[src/rtl/last_three_sum_arbiter_if.sv]
// -----------------------------------------------------------------------------
// last_three_sum_arbiter_if
// Bundles the two request channels and the result bus of the last-three-sum
// arbiter.
//   reqN_valid  : channel N offers a sample on reqN_d
//   reqN_d      : channel N sample, WIDTH bits
//   reqN_clear  : channel N history clear request
//   reqN_ready  : channel N sample accepted this cycle (with reqN_valid)
//   out_valid   : one-cycle pulse qualifying out_chan/out_sum/out_fill
//   out_chan    : channel the result belongs to
//   out_sum     : sum of that channel's last three samples, mod 2^WIDTH
//   out_fill    : number of real samples in the window, 1..3
// Modports: master = requester/consumer side, slave = arbiter side.
// -----------------------------------------------------------------------------
interface last_three_sum_arbiter_if #(
   parameter int WIDTH = 8
);
   logic             req0_valid;
   logic [WIDTH-1:0] req0_d;
   logic             req0_clear;
   logic             req0_ready;
   logic             req1_valid;
   logic [WIDTH-1:0] req1_d;
   logic             req1_clear;
   logic             req1_ready;
   logic             out_valid;
   logic             out_chan;
   logic [WIDTH-1:0] out_sum;
   logic [1:0]       out_fill;

   modport master (
      output req0_valid, req0_d, req0_clear,
      output req1_valid, req1_d, req1_clear,
      input  req0_ready, req1_ready,
      input  out_valid, out_chan, out_sum, out_fill
   );

   modport slave (
      input  req0_valid, req0_d, req0_clear,
      input  req1_valid, req1_d, req1_clear,
      output req0_ready, req1_ready,
      output out_valid, out_chan, out_sum, out_fill
   );
endinterface

[src/rtl/last_three_sum_arbiter.sv]
// -----------------------------------------------------------------------------
// last_three_sum_arbiter
// Round-robin front end for two sample streams sharing one three-input adder.
// Each stream keeps its own three-deep history and fill count; every accepted
// sample produces, one cycle later, the sum of that stream's three newest
// samples tagged with the stream number.
//   clk   : rising-edge clock
//   reset : synchronous, active-low reset
//   bus   : slave modport of last_three_sum_arbiter_if (requests + results)
// -----------------------------------------------------------------------------
module last_three_sum_arbiter #(
   parameter int WIDTH = 8
) (
   input logic                     clk,
   input logic                     reset,
   last_three_sum_arbiter_if.slave bus
);

   typedef enum logic {
      PRI0 = 1'b0,
      PRI1 = 1'b1
   } pri_t;

   typedef struct packed {
      logic [WIDTH-1:0] h0;    // newest
      logic [WIDTH-1:0] h1;
      logic [WIDTH-1:0] h2;    // oldest
      logic [1:0]       fill;
   } hist_t;

   pri_t             r_pri;
   pri_t             w_pri_next;
   hist_t            r_hist [2];

   logic             r_out_valid;
   logic             r_out_chan;
   logic [WIDTH-1:0] r_out_sum;
   logic [1:0]       r_out_fill;

   logic [1:0]       w_elig;
   logic [1:0]       w_grant;
   logic [1:0]       w_clear;
   logic             w_accept;
   logic             w_sel;
   logic [WIDTH-1:0] w_d;
   hist_t            w_cur;
   logic [WIDTH-1:0] w_sum;
   logic [1:0]       w_fill_next;

   // A channel being cleared is never eligible, so clear and grant on the
   // same channel are mutually exclusive.
   assign w_clear = {bus.req1_clear, bus.req0_clear};
   assign w_elig  = {bus.req1_valid & ~bus.req1_clear,
                     bus.req0_valid & ~bus.req0_clear};

   // Arbiter next-state and grants.
   always_comb begin
      // NOTE: every output of this block gets a default first, so no path
      // through the if/else tree can leave a value unassigned and infer a latch.
      w_grant    = 2'b00;
      w_pri_next = r_pri;
      if (w_elig == 2'b11) begin
         if (r_pri == PRI0) w_grant = 2'b01;
         else               w_grant = 2'b10;
      end else begin
         w_grant = w_elig;
      end
      // The winner hands priority to the other channel.
      if (w_grant[0])      w_pri_next = PRI1;
      else if (w_grant[1]) w_pri_next = PRI0;
   end

   always_ff @(posedge clk) begin
      // NOTE: sequential state uses non-blocking assignments so every register
      // samples pre-edge values regardless of statement order.
      if (!reset) r_pri <= PRI0;
      else        r_pri <= w_pri_next;
   end

   // Shared datapath: select the granted channel and add against its
   // pre-update history. Empty slots are zero, so partial windows work.
   assign w_accept    = |w_grant;
   assign w_sel       = w_grant[1];
   assign w_d         = w_sel ? bus.req1_d : bus.req0_d;
   assign w_cur       = r_hist[w_sel];
   assign w_sum       = w_d + w_cur.h0 + w_cur.h1;
   assign w_fill_next = (w_cur.fill == 2'd3) ? 2'd3 : w_cur.fill + 2'd1;

   always_ff @(posedge clk) begin
      if (!reset) begin
         // NOTE: the history is only six words, and partial-window sums depend
         // on empty slots reading zero, so it is reset like ordinary registers.
         for (int c = 0; c < 2; c++) r_hist[c] <= '0;
         r_out_valid <= 1'b0;
         r_out_chan  <= 1'b0;
         r_out_sum   <= '0;
         r_out_fill  <= 2'd0;
      end else begin
         for (int c = 0; c < 2; c++) begin
            if (w_clear[c]) begin
               r_hist[c] <= '0;
            end else if (w_grant[c]) begin
               r_hist[c].h2   <= r_hist[c].h1;
               r_hist[c].h1   <= r_hist[c].h0;
               r_hist[c].h0   <= w_d;
               r_hist[c].fill <= w_fill_next;
            end
         end
         r_out_valid <= w_accept;
         if (w_accept) begin
            r_out_chan <= w_sel;
            r_out_sum  <= w_sum;
            r_out_fill <= w_fill_next;
         end
      end
   end

   // Ready is forced low while reset is asserted.
   assign bus.req0_ready = w_grant[0] & reset;
   assign bus.req1_ready = w_grant[1] & reset;
   assign bus.out_valid  = r_out_valid;
   assign bus.out_chan   = r_out_chan;
   assign bus.out_sum    = r_out_sum;
   assign bus.out_fill   = r_out_fill;

endmodule

[src/flat_wrapper.sv]
// flat-port wrapper written by rule: the top's interface ports become plain ports
module last_three_sum_arbiter_flat 
#(
   parameter int WIDTH = 8
)
  (clk, reset, bus_req0_valid, bus_req0_d, bus_req0_clear, bus_req1_valid, bus_req1_d, bus_req1_clear, bus_req0_ready, bus_req1_ready, bus_out_valid, bus_out_chan, bus_out_sum, bus_out_fill);
  last_three_sum_arbiter_if #(.WIDTH(WIDTH)) bus_i ();
  input logic clk;
  input logic reset;
  input wire logic [$bits(bus_i.req0_valid)-1:0] bus_req0_valid;
  input wire logic [$bits(bus_i.req0_d)-1:0] bus_req0_d;
  input wire logic [$bits(bus_i.req0_clear)-1:0] bus_req0_clear;
  input wire logic [$bits(bus_i.req1_valid)-1:0] bus_req1_valid;
  input wire logic [$bits(bus_i.req1_d)-1:0] bus_req1_d;
  input wire logic [$bits(bus_i.req1_clear)-1:0] bus_req1_clear;
  output wire logic [$bits(bus_i.req0_ready)-1:0] bus_req0_ready;
  output wire logic [$bits(bus_i.req1_ready)-1:0] bus_req1_ready;
  output wire logic [$bits(bus_i.out_valid)-1:0] bus_out_valid;
  output wire logic [$bits(bus_i.out_chan)-1:0] bus_out_chan;
  output wire logic [$bits(bus_i.out_sum)-1:0] bus_out_sum;
  output wire logic [$bits(bus_i.out_fill)-1:0] bus_out_fill;
  assign bus_i.req0_valid = bus_req0_valid;
  assign bus_i.req0_d = bus_req0_d;
  assign bus_i.req0_clear = bus_req0_clear;
  assign bus_i.req1_valid = bus_req1_valid;
  assign bus_i.req1_d = bus_req1_d;
  assign bus_i.req1_clear = bus_req1_clear;
  assign bus_req0_ready = bus_i.req0_ready;
  assign bus_req1_ready = bus_i.req1_ready;
  assign bus_out_valid = bus_i.out_valid;
  assign bus_out_chan = bus_i.out_chan;
  assign bus_out_sum = bus_i.out_sum;
  assign bus_out_fill = bus_i.out_fill;
  last_three_sum_arbiter #(.WIDTH(WIDTH)) u_core (.clk(clk), .reset(reset), .bus(bus_i));
endmodule
[config.mk]
export PLATFORM = sky130hd
export DESIGN_NAME = last_three_sum_arbiter_flat
export DESIGN_NICKNAME = d
export VERILOG_FILES = /design/src/rtl/last_three_sum_arbiter_if.sv /design/src/rtl/last_three_sum_arbiter.sv /design/src/flat_wrapper.sv
export SDC_FILE = /design/constraint.sdc
export NUM_CORES = 1
export LEC_CHECK = 0
export BUFFER_PORTS_ARGS = -buffer_cell sky130_fd_sc_hd__buf_2
export CORE_ASPECT_RATIO = 1.75
export CORE_MARGIN = 1.5
export CORE_UTILIZATION = 43
export DETAILED_ROUTE_END_ITERATION = 8
export PLACE_DENSITY = 0.65
export SYNTH_ARGS = -nofsm -noshare
export SYNTH_HDL_FRONTEND = slang
export SYNTH_SLANG_ARGS = --single-unit
[constraint.sdc]
create_clock -name clk -period 4.7 [get_ports clk]
set_clock_uncertainty 0.2 [all_clocks]
set_input_delay 0.235 -clock clk [delete_from_list [all_inputs] [get_ports clk]]
set_output_delay 0.235 -clock clk [all_outputs]
set_load 0.005 [all_outputs]
# After elaboration in Yosys (flattened, before gate mapping)
# Memories as Yosys holds them, arrays and structs flattened.
# Cells that the tools add are included.
op_classes:
  n_mux: 31
  reduce_logical: 2
  bitwise_logic: 16
  add_sub_neg: 3
  n_eq_ne: 2
ops:
  columns: ["cell", "count"]
  rows:
  - ["8-bit 2-to-1 mux", 7]
  - ["26-bit 2-to-1 mux", 2]
  - ["1-bit 2-to-1 mux", 17]
  - ["8-bit adder", 2]
  - ["2-bit 2-to-1 mux", 5]
  - ["1-bit OR", 10]
  - ["1-bit bitwise AND", 4]
  - ["2-bit equality test, second input constant", 2]
  - ["2-bit by 1-bit adder with 2-bit output, second input constant", 1]
  - ["1-bit inverter", 2]
  - ["2-bit nonzero test", 1]
  - ["2-bit OR reduction", 1]
word_totals:
  output_inout_bits: 14
  ram_bits: 52
  register_bits: 13
  input_bits: 22
  n_memories: 1
  word_cells: 60
mem_list:
  columns: ["name", "words", "word_bits", "rd", "rd_clocked_by_memory_dff", "write_ports", "line", "source"]
  rows:
  - ["u_core.r_hist", 2, 26, 3, 0, 2, "last_three_sum_arbiter.sv:33", "hist_t r_hist [2];"]

# Depth between registers and ports, before layout
# Gate-level depths: netlist (run 1).
depth:
  depth_word: 9
  depth_mapped: 15
  ltp_nobuf: 13

# Worst setup path before layout (run 1)
# OpenSTA, ideal clock, no wires.
synth_timing:
  path_type: "input -> register"
  startpoint: "input bus_req1_clear"
  endpoint: "register u_core.r_out_sum[7] (netlist: u_core.bus.out_sum[7])"
  setup_ns: 0.126
  t_arrival_ns: 3.037
  cell_stages: 12
  slack_ns: 1.337
  n_path_buf: 2
  required_ns: 4.374
  path_cell_list: "nand2b_2 -> nor2_1 -> buf_2 -> buf_2 -> mux2i_1 -> fa_1 -> fa_1 -> nor2b_1 -> o31a_1 -> o21ai_0 -> a211oi_1 -> nor3b_2"
synth_between:
  elab_chain_len: 7
  word_cells_on_any_way: 9
  cone_classes: "add/sub (2); eq/ne (1); mux (2); bitwise (2); reduce/logical (1); memory (1)"
synth_rtl:
  columns: ["element", "line", "source"]
  rows:
  - ["start, declared", "flat_wrapper.sv:15", "input wire logic [$bits(bus_i.req1_clear)-1:0] bus_req1_clear;"]
  - ["1-bit inverter *", "last_three_sum_arbiter.sv:53", "assign w_elig = {bus.req1_valid & ~bus.req1_clear,"]
  - ["1-bit bitwise AND *", "last_three_sum_arbiter.sv:53", null]
  - ["2-bit equality test", "last_three_sum_arbiter.sv:62", "if (w_elig == 2'b11) begin"]
  - ["2-bit 2-to-1 mux *", "last_three_sum_arbiter.sv:62", null]
  - ["memory 2 x 26 bit / 8-bit 2-to-1 mux (equally long branches)", null, null]
  - ["8-bit adder (2 in series)", "last_three_sum_arbiter.sv:86", "assign w_sum = w_d + w_cur.h0 + w_cur.h1;"]
  - ["end signal, assigned", "last_three_sum_arbiter.sv:112", "r_out_sum <= w_sum;"]
  - ["end, declared", "last_three_sum_arbiter.sv:37", "logic [WIDTH-1:0] r_out_sum;"]
# Mark *: on every way between the ends. The rest lies on a longest branch, timed or not.
# A chain may end at the register's enable or synchronous reset.

# Final worst setup path (run 1)
layout_timing:
  startpoint: "register u_core.r_pri"
  endpoint: "register u_core.r_out_sum[7] (netlist: u_core.bus.out_sum[7])"
layout_between:
  elab_chain_len: 5
  word_cells_on_any_way: 7
  cone_classes: "add/sub (2); mux (3); reduce/logical (1); memory (1)"
layout_rtl:
  columns: ["element", "line", "source"]
  rows:
  - ["start, declared", "last_three_sum_arbiter.sv:31", "pri_t r_pri;"]
  - ["start signal, assigned", "last_three_sum_arbiter.sv:77", "else r_pri <= w_pri_next;"]
  - ["2-bit 2-to-1 mux *", "last_three_sum_arbiter.sv:63", "if (r_pri == PRI0) w_grant = 2'b01;"]
  - ["2-bit 2-to-1 mux *", "last_three_sum_arbiter.sv:62", null]
  - ["memory 2 x 26 bit / 8-bit 2-to-1 mux (equally long branches)", null, null]
  - ["8-bit adder (2 in series)", "last_three_sum_arbiter.sv:86", null]
# Marks and branches as above.

==> impl_metrics.yaml, run 1 <==
critical_path:
  end_kind: "flip-flop"
  reg2reg_from: "u_core.r_pri$_SDFFE_PN0P_"
  critPathKind: "flip-flop to flip-flop"
  r2r_end: "u_core.bus.out_sum[7]$_SDFFE_PN0P_"
  crit_family: "simple AND/OR/NAND/NOR gates"
  worst_path_largest_cell_delay_ns: 0.50
  path_cells: "nor3b_1 -> nor2_2 -> buf_4 -> mux2i_1 -> fa_1 -> inv_1 -> ha_1 -> nor2b_1 -> o31a_1 -> o21ai_0 -> a211oi_1 -> nor3b_2"
  startpoint: "u_core.r_pri$_SDFFE_PN0P_"
  cp-endpoint: "u_core.bus.out_sum[7]$_SDFFE_PN0P_"
  r2r_setup_slack_ns: 0.97
  cp.depth: 12
  startpoint_type: "flip-flop"
  worst-path-max-fanout: 13
  cp.arrival_ns: 3.76
  r2r_cells: 12
  cp.required_ns: 4.74
  slowest_stage: "nor2_2"
  worst-path-buf-inv: 2
clock_tree:
  cts_made_buffers: 5
  clk_path_buf_depth: 2
  clk_pin_slew_ns: 0.10
  cts_tree: "built"
  cts_setup_buffers: 0
  cts-root-buf: "clkbuf_8"
  clk-insertion-delay-late_ns: 0.30
  cts.repair.resized: 0
  ctsHoldBuffers: 0
  cts.sink_count: 49
  cts_max_level: 2
finish:
  antennaDiodeCount: 0
  nets: 292
  syn_to_final_growth_pct: 13.51
  layout-drive-gt1-share_pct: 20.23
  n_fill_cell: 564
  stdcell_area_mm2: 0.002974
timing:
  slew-limit-headroom_pct: 32.29
  rsz0062_at_grt: "no"
  worstMarginPinSlew_ns: 1.013
  min_period_ns: 3.728
  slew_viol_final: 0
  timing.fmax_mhz: 268.2
  setup_slack_ns: 0.9721
  hold_viol: 0
  fin_crit_sh_pct: 79.32
  setup_tns_ns: 0
  setup_viol: 0
place:
  io_buffers: 35
  place.gp.congestion: 0.7516
  hpwl_um: 3517
  dpl_cell_area_mm2: 0.002864
  place_ws_ns: 0.8189
die:
  die-area_mm2: 0.006589
  die_w_um: 62.01
  num_io_pins: 36
  dieHeight_um: 106.3
  core_mm2: 0.005879
  start_util_pct: 44.56
  rows: 37
global_routing:
  grt_pass1_vias: 1672
  antenna_found_initial: 0
  grt_start_max_net_pins: 23
  grt_pass1_wl_um: 8059
  track_usage_pct: 16.56
  grt_overflow: 0
job:
  maxCapViolations: 0
power:
  p_leak_nw: 1.299
  p_int_mw: 0.7371
  pwr-share-comb_pct: 18.4
  power.share.clock_pct: 30.4
  power_switching_mw: 0.2586
  power_density_mw_per_mm2: 334.8
  vdd_drop_max_mv: 0.1770
  seqPwrFrac_pct: 51.2
  p_sw_share_pct: 25.97
logic_synthesis:
  syn_area_mm2: 0.002620
  avgSynthCellArea_um2: 11.86
  synth-seq-cells: 49
  syn_inst: 221
  syn_nets: 257
  ys_types: 45
  yosys_warnings: 0
  yosysSeqAreaShare_pct: 51.19
routing:
  drt_iter0_markers: 75
  vias_per_cell: 5.140
  wl_um: 4948
  first_pass_iters: 4
  wire_per_inst_um: 14.77
  ant_nets: 0
  via_count: 1722
  drc: 0
outcome:
  outcome: "complete, no violations"
min_path:
  hold_depth: 2
  min_path_type: "input pin to flip-flop"
-- per-stage QoR --
| step | utilization, % | std cells | hold WS (ns) | power [mW] |
|---|---|---|---|---|
| 2_1_floorplan | - | 221 | 0.2332 | 0.6459 |
| 3_5_place_dp | 48.71 | 327 | 0.2582 | 0.7053 |
| 5_1_grt | 50.59 | 335 | 0.01823 | 1.051 |
| 4_1_cts | 50.59 | 335 | 0.01394 | 1.006 |
| 3_3_place_gp | 48.71 | 327 | 0.2523 | 0.6997 |
| 6_report | 50.59 | 335 | 0.02029 | 0.9956 |
-- worst min-delay path by stage --
| stage | startpoint | end | slack (ns) |
|---|---|---|---|
| finish | bus_req1_d[3] | u_core.r_hist[1][21]$_SDFFCE_PN0P_ | 0.02 |
| global route | bus_req1_d[2] | u_core.r_hist[1][20]$_SDFFCE_PN0P_ | 0.02 |
| CTS | bus_req1_d[4] | u_core.r_hist[1][22]$_SDFFCE_PN0P_ | 0.01 |
| detailed placement | u_core.bus.out_fill[1]$_SDFFE_PN0P_ | u_core.bus.out_fill[1]$_SDFFE_PN0P_ | 0.26 |
| global placement | u_core.bus.out_sum[1]$_SDFFE_PN0P_ | u_core.bus.out_sum[1]$_SDFFE_PN0P_ | 0.25 |
| floorplan | bus_req1_d[0] | u_core.r_hist[1][18]$_SDFFCE_PN0P_ | 0.23 |
-- metal layers --
layer  track usage, %  wire length (um)  up-vias
met5                0                 0        -
met4            6.383                90        0
met3            2.676               142        5
met2            26.26              2454       41
met1            21.98              2261      830
li1                 -                 -      846
-- cell usage after synthesis, drive strengths merged --
master | n | share of area (%)
a21o | 1 | 0.29
nand4b | 1 | 0.33
nor2b | 7 | 1.7
o211ai | 1 | 0.29
o21a | 1 | 0.29
o211a | 3 | 1.1
a21boi | 2 | 0.57
and3 | 3 | 0.72
o21bai | 1 | 0.29
a21oi | 5 | 0.95
and2 | 28 | 6.7
nand2b | 4 | 1.1
a211o | 1 | 0.33
dlygate4sd1 | 1 | 0.33
o21ai | 6 | 1.1
nor3 | 1 | 0.19
o311a | 1 | 0.38
ha | 6 | 2.9
or3b | 2 | 0.67
xnor3 | 2 | 1.7
o311ai | 1 | 0.33
a211oi | 2 | 0.57
nand3b | 1 | 0.29
edfxtp | 36 | 41
dfxtp | 13 | 9.9
inv | 15 | 2.1
nor3b | 3 | 1.1
o31a | 1 | 0.33
or4 | 1 | 0.29
buf | 4 | 0.86
nand3 | 3 | 0.57
fa | 8 | 6.1
nand4 | 4 | 0.95
clkbuf | 4 | 0.57
nor2 | 11 | 1.6
mux2i | 19 | 7.3
a2111o | 1 | 0.43
mux2 | 3 | 1.3
nand2 | 13 | 1.9
xnor2 | 1 | 0.33
-- kinds of logic (layout without fill, tap and decap cells) --
kind of cell / after synthesis / in the layout / synth area share [%]
AOI/OAI and AO/OA: 27 / 27 / 7.355
xor gates and xnor gates: 3 / 3 / 2.053
adders and majority gates: 14 / 14 / 8.978
buffers and inverters: 24 / 60 / 3.916
DFF: 49 / 49 / 51.19
muxes: 22 / 22 / 8.548
and+or+nand+nor: 82 / 82 / 17.96
-- power groups by stage --
stage / logic [mW] / registers [mW] / clock network (mW)
after CTS: 0.187 / 0.510 / 0.310
after floorplan: 0.128 / 0.518 / 0
after global routing: 0.209 / 0.514 / 0.328
after global placement: 0.181 / 0.519 / 0
final: 0.183 / 0.510 / 0.303
after detailed placement: 0.185 / 0.520 / 0
-- placed cells by master (no fill, tap or decap), drive strengths merged, types with 6 or more instances in the layout --
cell,netlist,layout
inv,15,15
o21ai,6,6
and2,28,28
nor2,11,11
mux2i,19,19
buf,4,37
nor2b,7,7
ha,6,6
dfxtp,13,13
edfxtp,36,36
fa,8,8
nand2,13,13
-- area by class of cell --
cell class              instances  area [um2]  share of cell area [%]
clock buffers                   5       68.82                   2.314
multi-input cells             148        1179                   39.63
inverters                      15       56.30                   1.893
repair buffers                 37       190.2                   6.395
flip-flops and latches         49        1341                   45.10
well taps                      78       97.59                   3.281
clock inverters                 3       41.29                   1.388
-- sequential cells by signal, indices dropped and copies added (netlist names) --
register and flops:
u_core.bus.out_sum 8, u_core.bus.out_fill 2, u_core.bus.out_chan 1, u_core.r_hist 36, u_core.bus.out_valid 1, u_core.r_pri 1
Power figures use the tool's default switching activity.
==> run 2, diff against run 1 <==
--- a/config.mk
+++ b/config.mk
@@ -10,7 +10,7 @@
 export CORE_MARGIN = 1.5
 export CORE_UTILIZATION = 43
 export DETAILED_ROUTE_END_ITERATION = 8
-export PLACE_DENSITY = 0.65
+export PLACE_DENSITY = 0.67
 export SYNTH_ARGS = -nofsm -noshare
 export SYNTH_HDL_FRONTEND = slang
 export SYNTH_SLANG_ARGS = --single-unit
==> constraint.sdc (replaced) <==
create_clock -name clk -period 3.4 [get_ports clk]
set_clock_uncertainty 0.2 [all_clocks]
set_input_delay 0.17 -clock clk [delete_from_list [all_inputs] [get_ports clk]]
set_output_delay 0.17 -clock clk [all_outputs]
set_load 0.005 [all_outputs]
==> run 2 against run 1 <==
Wire length up 0.93%; highest routed layer unchanged; sequential power up 38%; setup slack lost 0.79 ns; worst hold slack improved by 0.041 ns; largest cell class unchanged.
==> impl_metrics.yaml, run 2 (synthesis results as in run 1) <==
global_routing:
  top_usage_layer: "met2"
  grt_overflow: 0
  grt_pass1_wl_um: 8321
  grt_start_max_net_pins: 23
  track_usage_pct: 17.41
  use_met3_pct: 4.380
  antenna_found_initial: 0
  grt_pass1_vias: 1799
  grtUsageMet2_pct: 28.27
  met1_usage_pct: 20.63
finish:
  nets: 314
  layout-drive-gt1-share_pct: 25.09
  fin_util_pct: 54.63
  antennaDiodeCount: 0
  final_common_cell: "edfxtp_1"
  final_cell_mix: "edfxtp_1 (36), buf_2 (35), and2_1 (27)"
  syn_to_final_growth_pct: 22.59
  largest_register_ffs: 36
  largest_register: "u_core.r_hist"
  stdcell_area_mm2: 0.003212
timing:
  min_period_ns: 3.223
  slew-limit-headroom_pct: 38.41
  worstMarginPinSlew_ns: 0.9205
  timing.fmax_mhz: 310.3
  setup_tns_ns: 0
  hold_viol: 0
  fin_crit_sh_pct: 94.79
  setup_viol: 0
  slew_viol_final: 0
critical_path:
  crit_family: "adder cells"
  worst_path_largest_cell_delay_ns: 0.55
  end_kind: "flip-flop"
  startpoint_type: "flip-flop"
  critPathKind: "flip-flop to flip-flop"
  cp_common_cell: "fa_1"
  worst-path-max-fanout: 4
  path_cells: "nor3b_4 -> nor2_4 -> mux2_2 -> fa_1 -> ha_1 -> inv_1 -> fa_1 -> nor2b_1 -> o31a_1 -> o21ai_1 -> a211oi_2 -> nor3b_2"
  cp.required_ns: 3.40
  cp.arrival_ns: 3.22
  worst-path-buf-inv: 1
  slowest_stage: "fa_1"
routing:
  wire_per_inst_um: 13.99
  drc: 0
  drt_iter0_markers: 95
  wl_um: 4994
  via_count: 1805
  vias_per_cell: 5.056
  ant_nets: 0
  first_pass_iters: 4
die:
  start_util_pct: 44.56
  core_mm2: 0.005879
  num_io_pins: 36
  die_w_um: 62.01
  dieHeight_um: 106.3
  rows: 37
  die-area_mm2: 0.006589
power:
  vdd_drop_max_mv: 0.3129
  p_leak_nw: 1.425
  power_density_mw_per_mm2: 458.4
job:
  maxCapViolations: 0
place:
  hpwl_um: 3589
  place.gp.congestion: 0.7970
  io_buffers: 35
  dpl_cell_area_mm2: 0.002969
clock_tree:
  cts_made_buffers: 5
  clk_pin_slew_ns: 0.09
  cts_max_level: 2
  clk-insertion-delay-late_ns: 0.30
  cts_tree: "built"
  cts-root-buf: "clkbuf_8"
  cts.sink_count: 49
  cts_setup_buffers: 0
  clk_path_buf_depth: 2
min_path:
  min_path_type: "input pin to flip-flop"
outcome:
  outcome: "complete, no violations"
[run 2: where the power goes]
group | internal [mW] | switching (mW)
sequential | 0.685 | 0.0204
combinational | 0.141 | 0.142
clock | 0.292 | 0.191
[run 2: through the flow]
stage | worst slack (ns) | cells | total power [mW] | hold slack (ns)
global placement | 0.01982 | 341 | 0.9861 | 0.2514
floorplan | 0.04506 | 221 | 0.8928 | 0.1682
global route | -0.01399 | 357 | 1.556 | 0.06762
finish | 0.1773 | 357 | 1.472 | 0.06150
CTS | 0.02060 | 357 | 1.486 | 0.05783
detailed placement | -0.02656 | 341 | 0.9919 | 0.2643
[run 2: per-layer routing]
layer / vias to the layer above / wire length [um]
met5: - / 0
met4: 0 / 103
met3: 7 / 229
met2: 43 / 2560
met1: 868 / 2101
li1: 887 / -
[run 2: layout make-up]
cell class	count	area, um2
repair buffers	59	379.1
clock inverters	3	65.06
flip-flops and latches	49	1341
multi-input cells	148	1204
fillers	567	2668
well taps	78	97.59
inverters	15	56.30
clock buffers	5	68.82
[run 2: worst paths after layout]
path | start | end | slack (ns) | cells past startpoint
hold / removal | reset | u_core.r_pri$_SDFFE_PN0P_ | 0.06 | 2
setup reg to reg | u_core.r_pri$_SDFFE_PN0P_ | u_core.bus.out_sum[7]$_SDFFE_PN0P_ | 0.18 | 12
setup / recovery | u_core.r_pri$_SDFFE_PN0P_ | u_core.bus.out_sum[7]$_SDFFE_PN0P_ | 0.18 | 12
hold reg to reg | u_core.bus.out_fill[1]$_SDFFE_PN0P_ | u_core.bus.out_fill[1]$_SDFFE_PN0P_ | 0.27 | 2
[run 2: timing repair]
action / 4_1_cts / 5_1_grt
pin swaps: 0 / 1
resized for setup: 1 / 6
endpoints found under the setup margin: 3 / 4
hold endpoints to repair: 8 / 0
hold buffers: 8 / 0
